`src/rtl/bcd_pkg.sv`:
```
// Shared constants, FSM state type and helpers for the multi-channel BCD converter.
package bcd_pkg;

  localparam int unsigned BCD_W     = 4;
  localparam logic [3:0]  BCD_BLANK = 4'hF;
  localparam logic [3:0]  BCD_NINE  = 4'h9;

  typedef enum logic [2:0] {
    IDLE,
    LOAD,
    SHIFT,
    STORE,
    DONE
  } state_e;

  // 10**n, used to derive the per-channel overflow threshold at elaboration
  function automatic logic [63:0] pow10(input int unsigned n);
    logic [63:0] r;
    r = 64'd1;
    for (int unsigned i = 0; i < n; i++) begin
      r = r * 64'd10;
    end
    return r;
  endfunction

endpackage

```
`src/rtl/bcd_dabble_step.sv`:
```
// Combinational add-3 correction of every BCD digit that is 5 or more (one double-dabble step
// before the shift).
module bcd_dabble_step
  import bcd_pkg::*;
#(
  parameter int unsigned DIGITS = 3
) (
  input  logic [DIGITS*BCD_W-1:0] bcd_in,
  output logic [DIGITS*BCD_W-1:0] bcd_adj_c
);

  always_comb begin
    bcd_adj_c = bcd_in;
    for (int unsigned i = 0; i < DIGITS; i++) begin
      if (bcd_in[i*BCD_W +: BCD_W] >= 4'd5) begin
        bcd_adj_c[i*BCD_W +: BCD_W] = bcd_in[i*BCD_W +: BCD_W] + 4'd3;
      end
    end
  end

endmodule

```
`src/rtl/bcd_multi_converter.sv`:
```
// Sequential multi-channel binary-to-BCD converter sharing one double-dabble datapath.
// Optional leading-zero blanking when BCD_LZ_BLANK_EN is defined.
module bcd_multi_converter
  import bcd_pkg::*;
#(
  parameter int unsigned NUM_CH = 4,
  parameter int unsigned IN_W   = 10,
  parameter int unsigned DIGITS = 3
) (
  input  logic                           clk,
  input  logic                           rst,
  input  logic                           in_valid,
  output logic                           in_ready,
  input  logic [NUM_CH*IN_W-1:0]         in_data,
  input  logic [NUM_CH-1:0]              ch_en,
  output logic                           out_valid,
  input  logic                           out_ready,
  output logic [NUM_CH*DIGITS*BCD_W-1:0] out_bcd,
  output logic [NUM_CH-1:0]              out_ovf
);

  localparam int unsigned SLOT_W = DIGITS * BCD_W;
  localparam int unsigned SR_W   = IN_W + SLOT_W;
  localparam int unsigned BIT_W  = $clog2(IN_W + 1);
  localparam int unsigned CH_W   = (NUM_CH > 1) ? $clog2(NUM_CH) : 1;
  localparam logic [63:0] OVF_THR = pow10(DIGITS);

  state_e                     state_q, state_d;
  logic [CH_W-1:0]            ch_q, ch_d;
  logic [BIT_W-1:0]           bit_q, bit_d;
  logic [SR_W-1:0]            sr_q, sr_d;
  logic [NUM_CH*IN_W-1:0]     data_q, data_d;
  logic [NUM_CH-1:0]          en_q, en_d;
  logic                       in_ready_q, in_ready_d;
  logic                       out_valid_q, out_valid_d;
  logic [NUM_CH*SLOT_W-1:0]   out_bcd_q, out_bcd_d;
  logic [NUM_CH-1:0]          out_ovf_q, out_ovf_d;

  logic [IN_W-1:0]            cur_val_c;
  logic [SLOT_W-1:0]          cur_bcd_c;
  logic [SLOT_W-1:0]          adj_c;
  logic [SLOT_W-1:0]          slot_c;

  assign cur_val_c = data_q[ch_q*IN_W +: IN_W];
  assign cur_bcd_c = sr_q[SR_W-1 -: SLOT_W];

  bcd_dabble_step #(
    .DIGITS (DIGITS)
  ) u_step (
    .bcd_in    (cur_bcd_c),
    .bcd_adj_c (adj_c)
  );

  // Final slot contents: blank for disabled channels, saturate on overflow
  always_comb begin
`ifdef BCD_LZ_BLANK_EN
    logic lead;
    lead = 1'b1;
`endif
    slot_c = cur_bcd_c;
    if (!en_q[ch_q]) begin
      slot_c = {DIGITS{BCD_BLANK}};
    end else if (out_ovf_q[ch_q]) begin
      slot_c = {DIGITS{BCD_NINE}};
    end
`ifdef BCD_LZ_BLANK_EN
    else begin
      // Units digit is never blanked so a zero value still shows "0"
      for (int i = int'(DIGITS) - 1; i >= 1; i--) begin
        if (lead && (cur_bcd_c[i*BCD_W +: BCD_W] == 4'd0)) begin
          slot_c[i*BCD_W +: BCD_W] = BCD_BLANK;
        end else begin
          lead = 1'b0;
        end
      end
    end
`endif
  end

  // Next-state and output logic
  always_comb begin
    state_d     = state_q;
    ch_d        = ch_q;
    bit_d       = bit_q;
    sr_d        = sr_q;
    data_d      = data_q;
    en_d        = en_q;
    in_ready_d  = in_ready_q;
    out_valid_d = out_valid_q;
    out_bcd_d   = out_bcd_q;
    out_ovf_d   = out_ovf_q;

    case (state_q)
      IDLE: begin
        if (in_valid) begin
          data_d     = in_data;
          en_d       = ch_en;
          ch_d       = '0;
          in_ready_d = 1'b0;
          state_d    = LOAD;
        end
      end
      LOAD: begin
        sr_d            = {SLOT_W'(0), cur_val_c};
        bit_d           = '0;
        out_ovf_d[ch_q] = (64'(cur_val_c) >= OVF_THR);
        state_d         = SHIFT;
      end
      SHIFT: begin
        sr_d  = {adj_c, sr_q[IN_W-1:0]} << 1;
        bit_d = bit_q + BIT_W'(1);
        if (bit_q == BIT_W'(IN_W - 1)) begin
          state_d = STORE;
        end
      end
      STORE: begin
        out_bcd_d[ch_q*SLOT_W +: SLOT_W] = slot_c;
        if (!en_q[ch_q]) begin
          out_ovf_d[ch_q] = 1'b0;
        end
        if (ch_q == CH_W'(NUM_CH - 1)) begin
          ch_d        = '0;
          out_valid_d = 1'b1;
          state_d     = DONE;
        end else begin
          ch_d    = ch_q + CH_W'(1);
          state_d = LOAD;
        end
      end
      DONE: begin
        if (out_ready) begin
          out_valid_d = 1'b0;
          in_ready_d  = 1'b1;
          state_d     = IDLE;
        end
      end
      default: begin
        state_d = IDLE;
      end
    endcase
  end

  always_ff @(posedge clk) begin
    if (rst) begin
      state_q     <= IDLE;
      ch_q        <= '0;
      bit_q       <= '0;
      sr_q        <= '0;
      data_q      <= '0;
      en_q        <= '0;
      in_ready_q  <= 1'b1;
      out_valid_q <= 1'b0;
      out_bcd_q   <= '0;
      out_ovf_q   <= '0;
    end else begin
      state_q     <= state_d;
      ch_q        <= ch_d;
      bit_q       <= bit_d;
      sr_q        <= sr_d;
      data_q      <= data_d;
      en_q        <= en_d;
      in_ready_q  <= in_ready_d;
      out_valid_q <= out_valid_d;
      out_bcd_q   <= out_bcd_d;
      out_ovf_q   <= out_ovf_d;
    end
  end

  assign in_ready  = in_ready_q;
  assign out_valid = out_valid_q;
  assign out_bcd   = out_bcd_q;
  assign out_ovf   = out_ovf_q;

endmodule
```
`config.mk`:
```
export PLATFORM = sky130hd
export DESIGN_NAME = bcd_multi_converter
export DESIGN_NICKNAME = d
export VERILOG_FILES = /design/src/rtl/bcd_pkg.sv /design/src/rtl/bcd_dabble_step.sv /design/src/rtl/bcd_multi_converter.sv
export SDC_FILE = /design/constraint.sdc
export NUM_CORES = 1
export LEC_CHECK = 0
export ABC_AREA = 1
export CAP_MARGIN = 20
export CORE_UTILIZATION = 35
export CTS_BUF_LIST = sky130_fd_sc_hd__clkbuf_4
export CTS_CLUSTER_SIZE = 16
export DETAILED_ROUTE_END_ITERATION = 16
export DONT_BUFFER_PORTS = 1
export RECOVER_POWER = 50
export SYNTH_ARGS = -nofsm -noshare
export SYNTH_HDL_FRONTEND = slang
export SYNTH_SLANG_ARGS = --single-unit
```
`constraint.sdc`:
```
create_clock -name clk -period 6.75 [get_ports clk]
set_clock_uncertainty 0.15 [all_clocks]
set_input_delay 0.675 -clock clk [delete_from_list [all_inputs] [get_ports clk]]
set_output_delay 0.675 -clock clk [all_outputs]
set_load 0.02 [all_outputs]
```
Word-level counts from Yosys, hierarchy flattened

Cells that the tools add are included.

Register bits: 129
Logic and storage cells: 84
Bits of input ports: 48
Output and inout port bits: 54

Shift operators: 3
Bitwise operators: 2
$mul: 2
$add $sub $neg: 6
Mux-type cells: 31
Magnitude comparators: 6
Reduce and logical (&&, ||, !) cells: 13
Equal/unequal tests: 11

Operators by type and width:

| kind                     | count |
|---|---|
| $bwmux 48                | 1 |
| $shift 12x34->48 const A | 1 |
| $shiftx 12x34->48        | 1 |
| $pmux 22 s2              | 1 |
| $shiftx 40x7->10         | 1 |
| $neg 6->34               | 1 |
| $mux 12                  | 2 |
| $pmux 4 s2               | 2 |
| $mux 3                   | 5 |
| $pmux 3 s5               | 1 |
| $ge 4x3->1 const B       | 3 |
| $mux 4                   | 3 |
| $ge 10x10->1 const B     | 1 |
| $ne 2x2->1 const B       | 5 |
| $reduce_bool 2->1        | 5 |
| $reduce_and 3->1         | 3 |
| $add 4x2->4 const B      | 2 |
| $mux 1                   | 7 |
| $eq 3x2->1 const B       | 2 |
| $reduce_and 2->1         | 3 |
| $mul 2x3->5 const B      | 1 |
| $add 4x1->4 const B      | 1 |
| $and 4x4->4              | 1 |
| $bmux 1 s2               | 2 |
| other kinds (17)         | 19 |

Logic depth before layout (Yosys ltp)

Gate-level depths: netlist (run 1).

Depth after elaboration: 8
Gate-level depth with buffers: 15
Mapped depth without buffers: 12

Hierarchy

Synthesis (run 1) repeated with hierarchy kept, for this count alone.

Cells, all modules: 913
Area total of the unflattened synthesis: 6,239.7 µm²

Modules (own cells, without submodules):

| module              | cells each | times used | area each (µm²) |
|---|---|---|---|
| bcd_multi_converter | 847        | 1          | 5,880.6 |
| bcd_dabble_step     | 66         | 1          | 359.1 |

Worst setup path before layout (run 1)

OpenSTA, ideal clock, no wires.

Kind: register -> register
From: reg ch_q[0]
To: reg out_bcd_q[18], in the netlist out_bcd[18]
Path buffers: 5
Setup time: 0.132 ns
Arrival time: 2.164 ns
Cell stages (with the launch flop): 14
Setup slack: 4.304 ns
Required time: 6.468 ns
Clock period less this slack: 2.446 ns
Cells stage by stage: dfxtp_1 -> buf_6 -> inv_4 -> buf_6 -> buf_6 -> buf_2 -> ha_1 -> nor2_1 -> inv_1 -> nand2_1 -> clkbuf_1 -> nand3_1 -> o211ai_1 -> a21oi_1

Cells in the longest elaborated chain, start to end: 6

RTL lines:

| what                                               | RTL line                   | RTL |
|---|---|---|
| from (decl)                                        | bcd_multi_converter.sv:29  | `logic [CH_W-1:0] ch_q, ch_d;` |
| from (signal assigned)                             | bcd_multi_converter.sv:157 | `ch_q <= ch_d;` |
| branches (longest 5 deep; another with $neg 6->34) | n/a                        |  |
| $bwmux 48 (*)                                      | bcd_multi_converter.sv:117 | `out_bcd_d[ch_q*SLOT_W +: SLOT_W] = slot_c;` |
| to (signal assigned)                               | bcd_multi_converter.sv:164 | `out_bcd_q <= out_bcd_d;` |
| to (decl)                                          | bcd_multi_converter.sv:36  | `logic [NUM_CH*SLOT_W-1:0] out_bcd_q, out_bcd_d;` |

Mark *: on every way between the ends. The select of a mux whose other input is x is not followed.
A chain may end at the register's enable or synchronous reset.

Worst setup path in the final report (run 1)

From: reg ch_q[1]
To: reg out_bcd_q[47], in the netlist out_bcd[47]

The elaborated chain is that of the path after synthesis.

==> results of run 1 <==
## cells by family (layout without fill, tap and decap cells)
| logic type | count (synthesis) | count (layout) | synth area share [%] |
|---|---|---|---|
| compound gates | 199 | 199 | 17.10 |
| fa+ha+maj | 13 | 13 | 2.659 |
| simple gates | 418 | 418 | 29.90 |
| flops | 129 | 129 | 42.21 |
| xor+xnor | 3 | 3 | 0.4295 |
| other cells | 0 | 1 | 0 |
| buf+inv | 111 | 96 | 7.710 |
## critical path, stage by stage (launching register included)
cell and delay [ps]:
dfxtp_1 730, inv_1 450, ha_1 590, nor2_1 260
inv_1 60, nand2_1 480, inv_1 460, nand3_1 270
nand4_1 110, a21oi_1 140
## power groups by stage
stage                     combinational, mW  sequential [mW]  clock, mW
after floorplan                       0.363            0.879          0
after global placement                0.446            0.889          0
after detailed placement              0.444            0.889          0
after CTS                             0.447            0.872      0.444
after global routing                  0.503            0.880      0.479
final                                 0.447            0.872      0.428
## per-stage QoR
stage	util [%]	total power, mW	std cells
after detailed placement	36.75	1.333	1046
after floorplan	-	1.242	873
after global routing	38.01	1.862	1079
after CTS	38.04	1.764	1078
after global placement	36.75	1.335	1046
final	38.01	1.747	1079
## routing by layer
| layer | routed length (um) | vias up |
|---|---|---|
| met1 | 7721 | 2577 |
| met4 | 270 | 0 |
| li1 | - | 2834 |
| met3 | 1055 | 23 |
| met5 | 0 | - |
| met2 | 7639 | 170 |
## area by class of cell
cell class | count | area, um^2
sequential | 129 | 2582
tap | 220 | 275.3
clock inverter | 13 | 72.57
clock buffer | 18 | 135.1
timing repair buffer | 4 | 28.78
inverter | 61 | 231.5
fill | 1888 | 10430
antenna | 1 | 2.502
multi-input combinational | 633 | 3064
## cell usage after synthesis, types with 2 or more instances
cell,number,share of area [%]
nand2_2,7,0.72
ha_1,13,2.7
clkinv_1,2,0.12
buf_2,9,0.74
o211ai_1,2,0.25
nor3_1,4,0.33
a221oi_1,7,1.0
xor2_1,2,0.29
inv_1,56,3.4
buf_6,4,0.74
o221ai_1,2,0.29
nand3_2,8,1.3
inv_2,2,0.12
o21ai_1,2,0.16
nand2_4,3,0.55
nor2_4,3,0.55
clkbuf_1,35,2.1
a31oi_1,3,0.31
nand4_1,11,1.1
a21oi_1,134,11
nand2_1,257,16
dfxtp_1,129,42
nand3_1,78,6.4
o21ai_0,46,3.8
nor2_1,45,2.8
## registers in the layout, indices dropped and copies added, names as in the netlist, 2 cells and up
register	count
out_bcd	48
data_q	40
sr_q	22
bit_q	4
en_q	4
out_ovf	4
state_q	3
ch_q	2
## worst paths after layout
| kind | to | slack (ps) | cells past startpoint | startpoint |
|---|---|---|---|---|
| max reg2reg | out_bcd[47] | 2980 | 9 | ch_q[1] |
| min reg2reg | data_q[22] | 310 | 2 | data_q[22] |
| min | data_q[23] | 50 | 1 | rst |
| max | out_bcd[47] | 2980 | 9 | ch_q[1] |
## repair_timing
item | in CTS | in global routing
resized for setup | 0 | 0
hold endpoints to repair | 14 | 0
hold buffers | 1 | 0
==> qor.yml, run 1 <==
via_per_inst: 5.194
end_kind: "flop"
grt_use_met1_pct: 25.26
design_area_um2: 6392
ys_seq_area_share_pct: 42.21
fin_crit_sh_pct: 55.93
use_met3_pct: 5.518
track_usage_pct: 19.00
grt.busiest_layer: "met2"
area_growth_pct: 4.479
initial_core_util_pct: 36.38
yosysWarnings: 0
cts_tree: "built"
clock_sinks: 129
synth-seq-cells: 129
row_count: 47
setup_tns_ps: 0
syn_nets: 934
dr.first_iter.drc_count: 452
design.core.area_um2: 16820
cp.required_ps: 7070
critPathLaunchType: "flop"
ant_nets: 0
finalWorstSetupSlack_ps: 2975
worstPathMaxFanout: 21
grt_use_met2_pct: 29.39
slew_headroom_pct: -60.24
clk_pin_slew_ps: 110
p_int_mw: 1.085
p_per_area_nw_per_um2: 273.3
dieArea_um2: 18010
antenna_found_initial: 1
synth_flop_cell: "dfxtp_1"
setup_violations: 0
slew_violations: 62
first_global_vias: 5114
min_path_type: "in2reg"
numPortBuffers: 0
syn_inst: 873
place_area_um2: 6181
post_cts_buffers: 0
clock-root-buffer: "clkbuf_4"
status: "finished with violations"
crit_type: "reg2reg"
fmax_mhz: 264.9
p_seq_share_pct: 49.9
clk_path_buf_depth: 2
violations: "max-capacitance violations, max-slew violations"
dpl_worst_slack_ps: 2966
arrival_ps: 4090
peakVddDrop_uv: 135.4
final_common_cell: "nand2_1"
pwr-share-comb_pct: 25.6
post-route-min-period_ps: 3775
grt_pass1_wl_um: 26910
layout_common_cells: "nand2_1, a21oi_1, dfxtp_1, nand3_1, inv_1"
drt_wl_total_um: 16690
grt_start_max_net_pins: 99
synth-edff-count: 0
dr.pass1.iters: 6
rsz0062_at_grt: "no"
clk_latency_ps: 540
worst_pin_slew_ps: 2404
power.leakage_nw: 2.280
cts_inserted_buffers: 17
post_drt_wl_per_cell_um: 15.47
dieWidth_um: 134.2
dp_hpwl_um: 11530
syn_area_um2: 6118
grt_remaining_overflow: 0
drv_cap: 1
final_layout_size_suffix_gt1_share_pct: 6.294
p_sw_share_pct: 37.90
ys_types: 34
nNetsFinal: 907
htreeDepth: 4
p_clk_share_pct: 24.5
ys_async_sr_fraction_pct: 0
ios: 102
switchingPower_mw: 0.6621
place.gp.congestion: 0.9013
whs_ps: 52.69
die-height_um: 134.2
timing_hold_violations_final: 0
drc: 0
vias: 5604
synth.avg_cell_area_um2: 7.008
Power figures use the tool's default switching activity.
==> run 2, diff against run 1 <==
==> constraint.sdc (replaced) <==
create_clock -name clk -period 3.1 [get_ports clk]
set_clock_uncertainty 0.15 [all_clocks]
set_input_delay 0.31 -clock clk [delete_from_list [all_inputs] [get_ports clk]]
set_output_delay 0.31 -clock clk [all_outputs]
set_load 0.02 [all_outputs]
==> qor.yml, run 2 (synthesized netlist as in run 1, its figures left out) <==
status: "finished clean"
area_growth_pct: 14.11
design.core.area_um2: 16820  # unchanged
grt_remaining_overflow: 0  # unchanged
post-route-min-period_ps: 2574  # -1201 ps
power.leakage_nw: 2.535  # +11%
ios: 102  # unchanged
critical_path.top_delay_family: "buffers and inverters"
grt_pass1_wl_um: 27840  # +3.5%
slew_violations: 0  # -100%
design_area_um2: 6982  # +9.2%
power_mw: 4.039  # +130%
fin_crit_sh_pct: 83.02  # +27 points
die-height_um: 134.2  # unchanged
cp_cell_sequence: "inv_2 > nand3_1 > clkbuf_2 > nand2_1 > a21oi_1 > dlygate4sd3_1"
min_path_type: "in2reg"
arrival_ps: 2930  # -1160 ps
clk_pin_slew_ps: 130  # +20 ps
setup_violations: 0  # unchanged
fin_cells: 1134  # +5.1%
clk_path_buf_depth: 2  # unchanged
largest_reg_flops: 48  # unchanged
cts_resized: 0  # unchanged
cts_inserted_buffers: 17  # unchanged
hp-start: "in_data[17]"
crit_type: "reg2reg"
r2r-end: "data_q[13]"
regArea_um2: 2582  # unchanged
place.detailed.instances: 1053  # +0.67%
end_kind: "flop"
timing.rr.start: "state_q[1]"
final_layout_size_suffix_gt1_share_pct: 7.229  # +0.94 points
switchingPower_mw: 1.499  # +130%
row_count: 47  # unchanged
fillers: 1831  # -3.0%
drc: 0  # unchanged
crit_slowest_cell: "clkbuf_2"
place_area_um2: 6233  # +0.85%
clock-root-buffer: "clkbuf_4"
p_sw_share_pct: 37.11  # -0.79 points
cts_tree: "built"
holdPathEnd: "data_q[17]"
dr.first_iter.drc_count: 380  # -16%
p_per_area_nw_per_um2: 578.5  # +110%
worst_pin_slew_ps: 1097  # -1306 ps
antenna_found_initial: 1  # unchanged
layout_common_cells: "nand2_1, a21oi_1, dfxtp_1, nand3_1, inv_1"
clock_sinks: 129  # unchanged
r2r_slack_ps: 530  # -2450 ps
ant_nets: 0  # unchanged
critPathLaunchType: "flop"
post_drt_wl_per_cell_um: 15.04  # -2.7%
fmax_mhz: 388.6  # +47%
p_clk_share_pct: 26.7  # +2.2 points
reg2regPathDepth: 6  # -3
place.gp.congestion: 0.8963  # -0.55%
dr.pass1.iters: 7  # +1
dieArea_um2: 18010  # unchanged
drt_wl_total_um: 17060  # +2.2%
dieWidth_um: 134.2  # unchanged
cp.required_ps: 3460  # -3610 ps
pwr-share-comb_pct: 26.4  # +0.8 points
rsz0062_at_grt: "no"
slowest_delay_ps: 840  # +110 ps
htreeDepth: 4  # unchanged
dp_hpwl_um: 11530  # about the same
first_global_vias: 5564  # +8.8%
nNetsFinal: 961  # +6.0%
worstPathMaxFanout: 61  # +190%
hold_depth: 3  # +2
initial_core_util_pct: 36.38  # unchanged
timing_hold_violations_final: 0  # unchanged
grt_start_max_net_pins: 112  # +13%
vias: 5820  # +3.9%
numPortBuffers: 0  # unchanged
p_seq_share_pct: 46.9  # -3.0 points
multiInputGateArea_um2: 3064  # unchanged
track_usage_pct: 19.64  # +0.64 points
via_per_inst: 5.132  # -1.2%
clk_latency_ps: 560  # +20 ps
timing.critical_path.buf_inv: 3  # unchanged
drv_cap: 0  # -1
final_common_cell: "nand2_1"
p_int_mw: 2.540  # +130%
setup_tns_ps: 0  # unchanged
post_cts_buffers: 0  # unchanged
peakVddDrop_uv: 311.8  # +130%
slew_headroom_pct: 26.86  # +87 points
## run 2: cell count changes in the layout (fill, tap and decap cells not counted), moves of 2 or more
cell           change
clkbuf_4           +2
inv_6              +2
clkinv_1           -2
dlygate4sd3_1     +46
buf_4              +6
clkinv_2           -4
## run 2: power by group through the flow
| stage | combinational, mW | sequential (mW) | clock [mW] |
|---|---|---|---|
| final | 1.06 | 1.89 | 1.08 |
| after global routing | 1.20 | 1.92 | 1.19 |
| after CTS | 1.06 | 1.90 | 1.11 |
| after detailed placement | 0.983 | 1.93 | 0 |
| after global placement | 0.976 | 1.93 | 0 |
| after floorplan | 0.791 | 1.91 | 0 |
## run 2: cell type report
cell class,instances,share of cell area [%]
antenna,1,0.03584
clock buffer,20,2.151
clock inverter,12,1.559
inverter,61,3.315
multi-input combinational,633,43.89
sequential,129,36.99
tap,220,3.943
timing repair buffer,58,8.118
## run 2: worst max-delay path by stage
stage | to | slack [ps] | cells past startpoint | from
after global routing | data_q[13] | 340 | 6 | state_q[0]
final | data_q[13] | 530 | 6 | state_q[1]
after CTS | out_bcd[40] | 760 | 8 | ch_q[0]
after detailed placement | out_bcd[40] | 800 | 8 | ch_q[0]
after floorplan | out_bcd[18] | 650 | 13 | ch_q[0]
after global placement | out_bcd[40] | 830 | 8 | ch_q[0]
## run 2: tightest hold or removal path, stage by stage
cell and delay, ps:
dlygate4sd3_1 530, nand2_1 70, a21oi_1 50
## run 2: per-layer routing
layer,up-vias,global-route usage [%],part of all wire (%)
met4,0,6.242,1.3
met3,22,5.367,6.5
li1,2952,-,-
met2,171,33.25,48
met1,2675,24.10,44
met5,-,0,0
## run 2: timing repair
item | CTS | global route
hold buffers | 48 | 0
endpoints found under the setup margin | 0 | 0
endpoints found under the hold margin | 125 | 0
## run 2: stage by stage
stage / utilization, % / setup WS, ps / hold slack, ps
2_1_floorplan: - / 653.7 / 274.3
3_3_place_gp: 37.06 / 831.3 / 236.2
3_5_place_dp: 37.06 / 795.9 / 238.2
4_1_cts: 41.56 / 762.2 / 196.5
5_1_grt: 41.51 / 343.9 / 254.0
6_report: 41.51 / 526.5 / 280.0
